### config.mk
export PLATFORM = sky130hd
export DESIGN_NAME = fat_chain_reader
export DESIGN_NICKNAME = d
export VERILOG_FILES = /design/src/rtl/fat32_pkg.sv /design/src/rtl/fat_result_calc.sv /design/src/rtl/fat_chain_reader.sv
export SDC_FILE = /design/constraint.sdc
export NUM_CORES = 2
export LEC_CHECK = 0
export ABC_AREA = 1
export CAP_MARGIN = 25
export CORE_MARGIN = 10
export CORE_UTILIZATION = 29
export DETAILED_ROUTE_END_ITERATION = 16
export PLACE_DENSITY = 0.54
export SKIP_LAST_GASP = 1
export SLEW_MARGIN = 5
export SYNTH_ARGS = -nofsm -noshare
export SYNTH_HDL_FRONTEND = slang
export SYNTH_SLANG_ARGS = --single-unit
### constraint.sdc
create_clock -name CLK -period 32.3 [get_ports CLK]
set_input_delay 3.23 -clock CLK [delete_from_list [all_inputs] [get_ports CLK]]
set_output_delay 3.23 -clock CLK [all_outputs]
set_load 0.005 [all_outputs]
### src/rtl/fat32_pkg.sv
// FAT32 constants, walker state encoding and FAT addressing helper.
package fat32_pkg;

  typedef enum logic [2:0] {
    ST_IDLE,
    ST_REQ,
    ST_WAIT,
    ST_EVAL,
    ST_DONE
  } fat_state_t;

  localparam logic [31:0] FAT_EOF_MIN    = 32'h0FFF_FFF8;
  localparam logic [31:0] FAT_BAD        = 32'h0FFF_FFF7;
  localparam logic [31:0] FAT_ENTRY_MASK = 32'h0FFF_FFFF;

  localparam logic [1:0] ERR_OK   = 2'b00;
  localparam logic [1:0] ERR_FREE = 2'b01;
  localparam logic [1:0] ERR_BAD  = 2'b10;
  localparam logic [1:0] ERR_LOOP = 2'b11;

  localparam int unsigned ENTRIES_PER_BLOCK_LOG2 = 7;

  // Block holding the FAT entry of a cluster (128 32-bit entries per 512-byte block).
  function automatic logic [31:0] fat_block_of(input logic [31:0] fat1_begin,
                                               input logic [31:0] clust);
    return fat1_begin + (clust >> ENTRIES_PER_BLOCK_LOG2);
  endfunction

endpackage

### src/rtl/fat_result_calc.sv
// File size and last-cluster block address from chain length, cluster and geometry.
module fat_result_calc #(
  parameter int unsigned BLOCK_BYTES_LOG2 = 9
) (
  input  logic [31:0] clust_count,
  input  logic [31:0] clust_num,
  input  logic [31:0] first_file_begining,
  input  logic [31:0] blocks_in_clust,
  output logic [31:0] file_size_bytes,
  output logic [31:0] addr_last_clust
);

  logic [31:0] blocks_total;

  // All arithmetic wraps at 32 bits; cluster numbering starts at 2.
  always_comb begin
    blocks_total    = clust_count * blocks_in_clust;
    file_size_bytes = blocks_total << BLOCK_BYTES_LOG2;
    addr_last_clust = first_file_begining + (clust_num - 32'd2) * blocks_in_clust;
  end

endmodule

### src/rtl/fat_chain_reader.sv
// Walks a FAT32 cluster chain through FAT1 word reads and reports the resume state.
module fat_chain_reader
  import fat32_pkg::*;
#(
  parameter logic [31:0]  MAX_CHAIN        = 32'd65536,
  parameter int unsigned  BLOCK_BYTES_LOG2 = 9
) (
  input  logic        CLK,
  input  logic        RST,
  input  logic        ENA,
  output logic        COMPLT,
  output logic [1:0]  ERR,
  input  logic [31:0] FIRST_FILE_BEGINING,
  input  logic [31:0] FAT1_BEGIN,
  input  logic [31:0] BLOCKS_IN_CLUST,
  input  logic [31:0] FIRST_CLUST,
  output logic        RD_REQ,
  output logic [31:0] RD_BLOCK,
  output logic [6:0]  RD_WORD,
  input  logic        RD_VALID,
  input  logic [31:0] RD_DATA,
  output logic [31:0] CLUST_NUM_EOF,
  output logic [31:0] CLUST_COUNT,
  output logic [31:0] FILE_SIZE_BYTES,
  output logic [31:0] ADDR_LAST_CLUST
);

  fat_state_t  state;
  fat_state_t  state_nxt;

  logic        ena_q;
  logic        ena_rise;
  logic        first_invalid;

  logic [31:0] fat1_q;
  logic [31:0] ffb_q;
  logic [31:0] bic_q;
  logic [31:0] cur;
  logic [31:0] cnt;
  logic [31:0] cnt_inc;
  logic [31:0] nxt_q;

  logic        is_eof;
  logic        is_bad;
  logic        is_free;
  logic        is_loop;
  logic        walk_end;

  logic [31:0] size_calc;
  logic [31:0] addr_calc;

  assign ena_rise      = ENA & ~ena_q;
  assign first_invalid = (FIRST_CLUST < 32'd2);
  assign cnt_inc       = cnt + 32'd1;

  // Entry classification for the cluster just read; priority is EOF, bad, free, length limit.
  always_comb begin
    is_eof   = (nxt_q >= FAT_EOF_MIN);
    is_bad   = (nxt_q == FAT_BAD);
    is_free  = (nxt_q < 32'd2);
    is_loop  = (cnt_inc == MAX_CHAIN);
    walk_end = is_eof | is_bad | is_free | is_loop;
  end

  fat_result_calc #(
    .BLOCK_BYTES_LOG2 (BLOCK_BYTES_LOG2)
  ) u_result_calc (
    .clust_count         (cnt),
    .clust_num           (CLUST_NUM_EOF),
    .first_file_begining (ffb_q),
    .blocks_in_clust     (bic_q),
    .file_size_bytes     (size_calc),
    .addr_last_clust     (addr_calc)
  );

  // Walker state register.
  always_ff @(posedge CLK or posedge RST) begin
    if (RST) begin
      state <= ST_IDLE;
    end else begin
      state <= state_nxt;
    end
  end

  // Next-state selection.
  always_comb begin
    state_nxt = state;
    unique case (state)
      ST_IDLE: begin
        if (ena_rise) begin
          state_nxt = first_invalid ? ST_DONE : ST_REQ;
        end
      end
      ST_REQ:  state_nxt = ST_WAIT;
      ST_WAIT: begin
        if (RD_VALID) begin
          state_nxt = ST_EVAL;
        end
      end
      ST_EVAL: state_nxt = walk_end ? ST_DONE : ST_REQ;
      ST_DONE: state_nxt = ST_IDLE;
      default: state_nxt = ST_IDLE;
    endcase
  end

  // Datapath, read port and result registers; everything clears on reset.
  always_ff @(posedge CLK or posedge RST) begin
    if (RST) begin
      ena_q           <= 1'b0;
      fat1_q          <= '0;
      ffb_q           <= '0;
      bic_q           <= '0;
      cur             <= '0;
      cnt             <= '0;
      nxt_q           <= '0;
      COMPLT          <= 1'b0;
      ERR             <= ERR_OK;
      RD_REQ          <= 1'b0;
      RD_BLOCK        <= '0;
      RD_WORD         <= '0;
      CLUST_NUM_EOF   <= '0;
      CLUST_COUNT     <= '0;
      FILE_SIZE_BYTES <= '0;
      ADDR_LAST_CLUST <= '0;
    end else begin
      ena_q <= ENA;
      unique case (state)
        ST_IDLE: begin
          if (ena_rise) begin
            fat1_q <= FAT1_BEGIN;
            ffb_q  <= FIRST_FILE_BEGINING;
            bic_q  <= BLOCKS_IN_CLUST;
            cur    <= FIRST_CLUST;
            cnt    <= '0;
            COMPLT <= 1'b0;
            ERR    <= first_invalid ? ERR_FREE : ERR_OK;
          end
        end
        ST_REQ: begin
          // Registered request: address and strobe are valid from the first WAIT cycle on.
          RD_REQ   <= 1'b1;
          RD_BLOCK <= fat_block_of(fat1_q, cur);
          RD_WORD  <= cur[ENTRIES_PER_BLOCK_LOG2-1:0];
        end
        ST_WAIT: begin
          if (RD_VALID) begin
            nxt_q  <= RD_DATA & FAT_ENTRY_MASK;
            RD_REQ <= 1'b0;
          end
        end
        ST_EVAL: begin
          cnt <= cnt_inc;
          if (is_eof) begin
            CLUST_NUM_EOF <= cur;
            ERR           <= ERR_OK;
          end else if (is_bad) begin
            CLUST_NUM_EOF <= cur;
            ERR           <= ERR_BAD;
          end else if (is_free) begin
            CLUST_NUM_EOF <= cur;
            ERR           <= ERR_FREE;
          end else if (is_loop) begin
            ERR <= ERR_LOOP;
          end else begin
            cur <= nxt_q;
          end
        end
        ST_DONE: begin
          CLUST_COUNT     <= cnt;
          FILE_SIZE_BYTES <= size_calc;
          ADDR_LAST_CLUST <= addr_calc;
          COMPLT          <= 1'b1;
        end
        default: begin
        end
      endcase
    end
  end

endmodule

==> impl_metrics.toml <==
[detailed_routing]
drt_wl_total_microns = 137400
via_per_inst = 4.640
vias = 33557
drtIter0Drc = 2305
drc_errors = 0
wl_per_cell_microns = 19.01
first_pass_iters = 5
drtAntennaViolNets = 0

[global_route]
grt_max_degree = 121
antenna_found_initial = 16
grtUsageTotal_pct = 17.46
grt_pass1_vias = 35086
grt_pass1_wl_microns = 212900
overflow = 0

[yosys]
netlist_area_sq_mm = 0.04103
synth_ff_type = "dfrtp_1"
synth-async-reset-ratio_pct = 100.0
synthCells = 5113
synth.distinct_cells = 49
synthTopCellsByArea = "fa_1 (31%), dfrtp_1 (22%), nand2_1 (12%), inv_1 (9.6%), ha_1 (7.1%)"
avgSynthCellArea_sq_um = 8.025
yosysWarnings = 0
synth_edf_count = 0
synth_top_area_share_pct = 30.79
synth_seq_cells = 354
synth_seq_area_share_pct = 21.59
synth_largest_area_cell = "fa_1"

[critical_path]
cp_slowest_stage_delay_ns = 0.80
crit_type = "reg -> reg"
reg2reg_depth = 36
timing.critical_path.slowest_stage_cell = "inv_1"
arrival_ns = 11.09
critPathMostFrequentCell = "inv_1"
endpoint_kind = "flip-flop"
critPathRequiredTime_ns = 32.83
start_kind = "flip-flop"
critical_path.max_fanout = 19

[sta]
fin_skew_ns = 0.02893
worst_pin_slew_ns = 1.005
holdWs_ns = 0.4735
slew-limit-headroom_pct = 33.01
layout_setup_ws_ns = 21.74
finalCritPeriodShare_pct = 32.69
setup_tns_ns = 0
slew_viol_final = 0
grt_setup_unrepaired = "no"
hold_violations = 0
post-route-min-period_ns = 10.56
setup_viol = 0
fmax_mhz = 94.71

[placement]
gp_congestion = 0.8917
port-buffer-count = 321
hpwl_microns = 107400
place_ws_ns = 21.86

[die]
die_h_microns = 396.2
coreArea_sq_mm = 0.1400
num_rows = 137
fp.dieW_microns = 396.2
die-area_sq_mm = 0.1569
io_pins = 335
start_util_pct = 29.30

[finish]
area_growth_pct = 16.51
drive_above_1_share_pct = 3.529
final_nets = 6344

[min_path]
min_path_type = "reg -> reg"
min_path_cells = 2

[cts]
numCtsBuffers = 47
ctsResizeCount = 0
cts-root-buf = "clkbuf_16"
clkTransAtPathRegs_ns = 0.06
clockBufferDepth = 3
cts_hold_buf = 0
postCtsSetupRepairBufs = 0
clk_latency_ns = 0.66
numClockSinks = 354
cts_tree = "built"
htree_levels = 2

[flow_run]
maxCapViolations = 0

[run_status]
status = "finished, final reports clean"
registers in the layout (all words and copies together) (netlist names), 2 cells and up:
name,count
ADDR_LAST_CLUST,32
CLUST_COUNT,32
CLUST_NUM_EOF,32
ERR,2
FILE_SIZE_BYTES,23
RD_BLOCK,32
RD_WORD,7
bic_q,32
cnt,32
cur,32
fat1_q,32
ffb_q,32
nxt_q,28
state,3
final cells by class:
type	count	area, sq um
diodes	1	2.502
clock buffers	61	1310
clock inverters	27	310.3
fillers	14781	92240
inverters	1057	3980
multi-input cells	3482	27340
flip-flops and latches	354	8860
well taps	1876	2347
repair buffers	374	3657
cells by family after synthesis:
family	count (synthesis)	synth area share, %
adders and majority gates	864	37.89
AOI/OAI and AO/OA	428	5.534
DFF	354	21.59
xor gates and xnor gates	141	3.061
muxes	1	0.02744
and+or+nand+nor	2039	19.95
other	1	0.009139
buffers and inverters	1285	11.94
layer usage:
metal  routed length [microns]  vias to the layer above  track usage, %
met5                       105                        -               0
met4                      3474                       14           4.401
met3                     11490                      173           4.318
met2                     61730                     1089           27.99
met1                     60640                    16659           23.48
li1                          -                    15622               -
per-stage QoR:
stage               std cells  instance area, sq um  utilization [%]
floorplan                5121                 41060                -
global placement         7139                 46120            32.93
detailed placement       7143                 46180            32.98
CTS                      7231                 47800            34.13
global route             7231                 47800            34.13
finish                   7232                 47810            34.14
path summary, 6_finish.rpt:
check / from / endpoint / slack, ns
setup / recovery: CLUST_NUM_EOF[1] / ADDR_LAST_CLUST[31] / 21.74
hold / removal: RD_REQ / RD_REQ / 0.47
setup reg to reg: CLUST_NUM_EOF[1] / ADDR_LAST_CLUST[31] / 21.74
hold reg to reg: RD_REQ / RD_REQ / 0.47
max in group asynchronous: RST / bic_q[2] / 27.10
min in group asynchronous: RST / RD_BLOCK[18] / 3.11
synthesized netlist by cell type, types with 6 or more instances:
library cell and n:
a21o_1 6, a21oi_1 99, a31oi_1 13, buf_1 21, buf_2 15, buf_4 11, clkbuf_1 179, clkinv_1 8
dfrtp_1 354, fa_1 631, ha_1 233, inv_1 1044, nand2_1 1327, nand3_1 144, nand3b_1 8, nand4_1 37
nor2_1 443, nor2_2 7, nor3_1 18, nor4_1 20, o21ai_0 250, o21ai_1 7, o21bai_1 6, o22ai_1 30
or2_2 17, xnor2_1 55, xor2_1 84
worst max-delay path: cells and delay by family (launching register included):
| family | cells | cell delay (ns) |
|---|---|---|
| buffers and inverters | 12 | 2.12 |
| AND/OR/NAND/NOR | 10 | 2.16 |
| adder cells (fa/ha/maj) | 10 | 5.10 |
| AO/OA/AOI/OAI | 4 | 0.66 |
| flip-flops | 1 | 0.35 |
cells in the final DEF (no fill, tap or decap), drive strengths merged, types with 22 or more instances in the layout:
| cell type | Yosys | routed |
|---|---|---|
| fa | 631 | 631 |
| ha | 233 | 233 |
| clkbuf | 179 | 61 |
| buf | 49 | 53 |
| nand3 | 146 | 146 |
| nor2 | 451 | 451 |
| a21oi | 99 | 99 |
| xnor2 | 55 | 55 |
| nor4 | 22 | 22 |
| o22ai | 30 | 30 |
| xor2 | 85 | 85 |
| inv | 1049 | 1056 |
| dfrtp | 354 | 354 |
| nand2 | 1331 | 1331 |
| o21ai | 257 | 257 |
| clkdlybuf4s50 | 0 | 321 |
| nand4 | 38 | 38 |
Power is left out: the tool's default activity adds up to more than one toggle a clock period on the data nets, which glitch-free logic cannot reach.
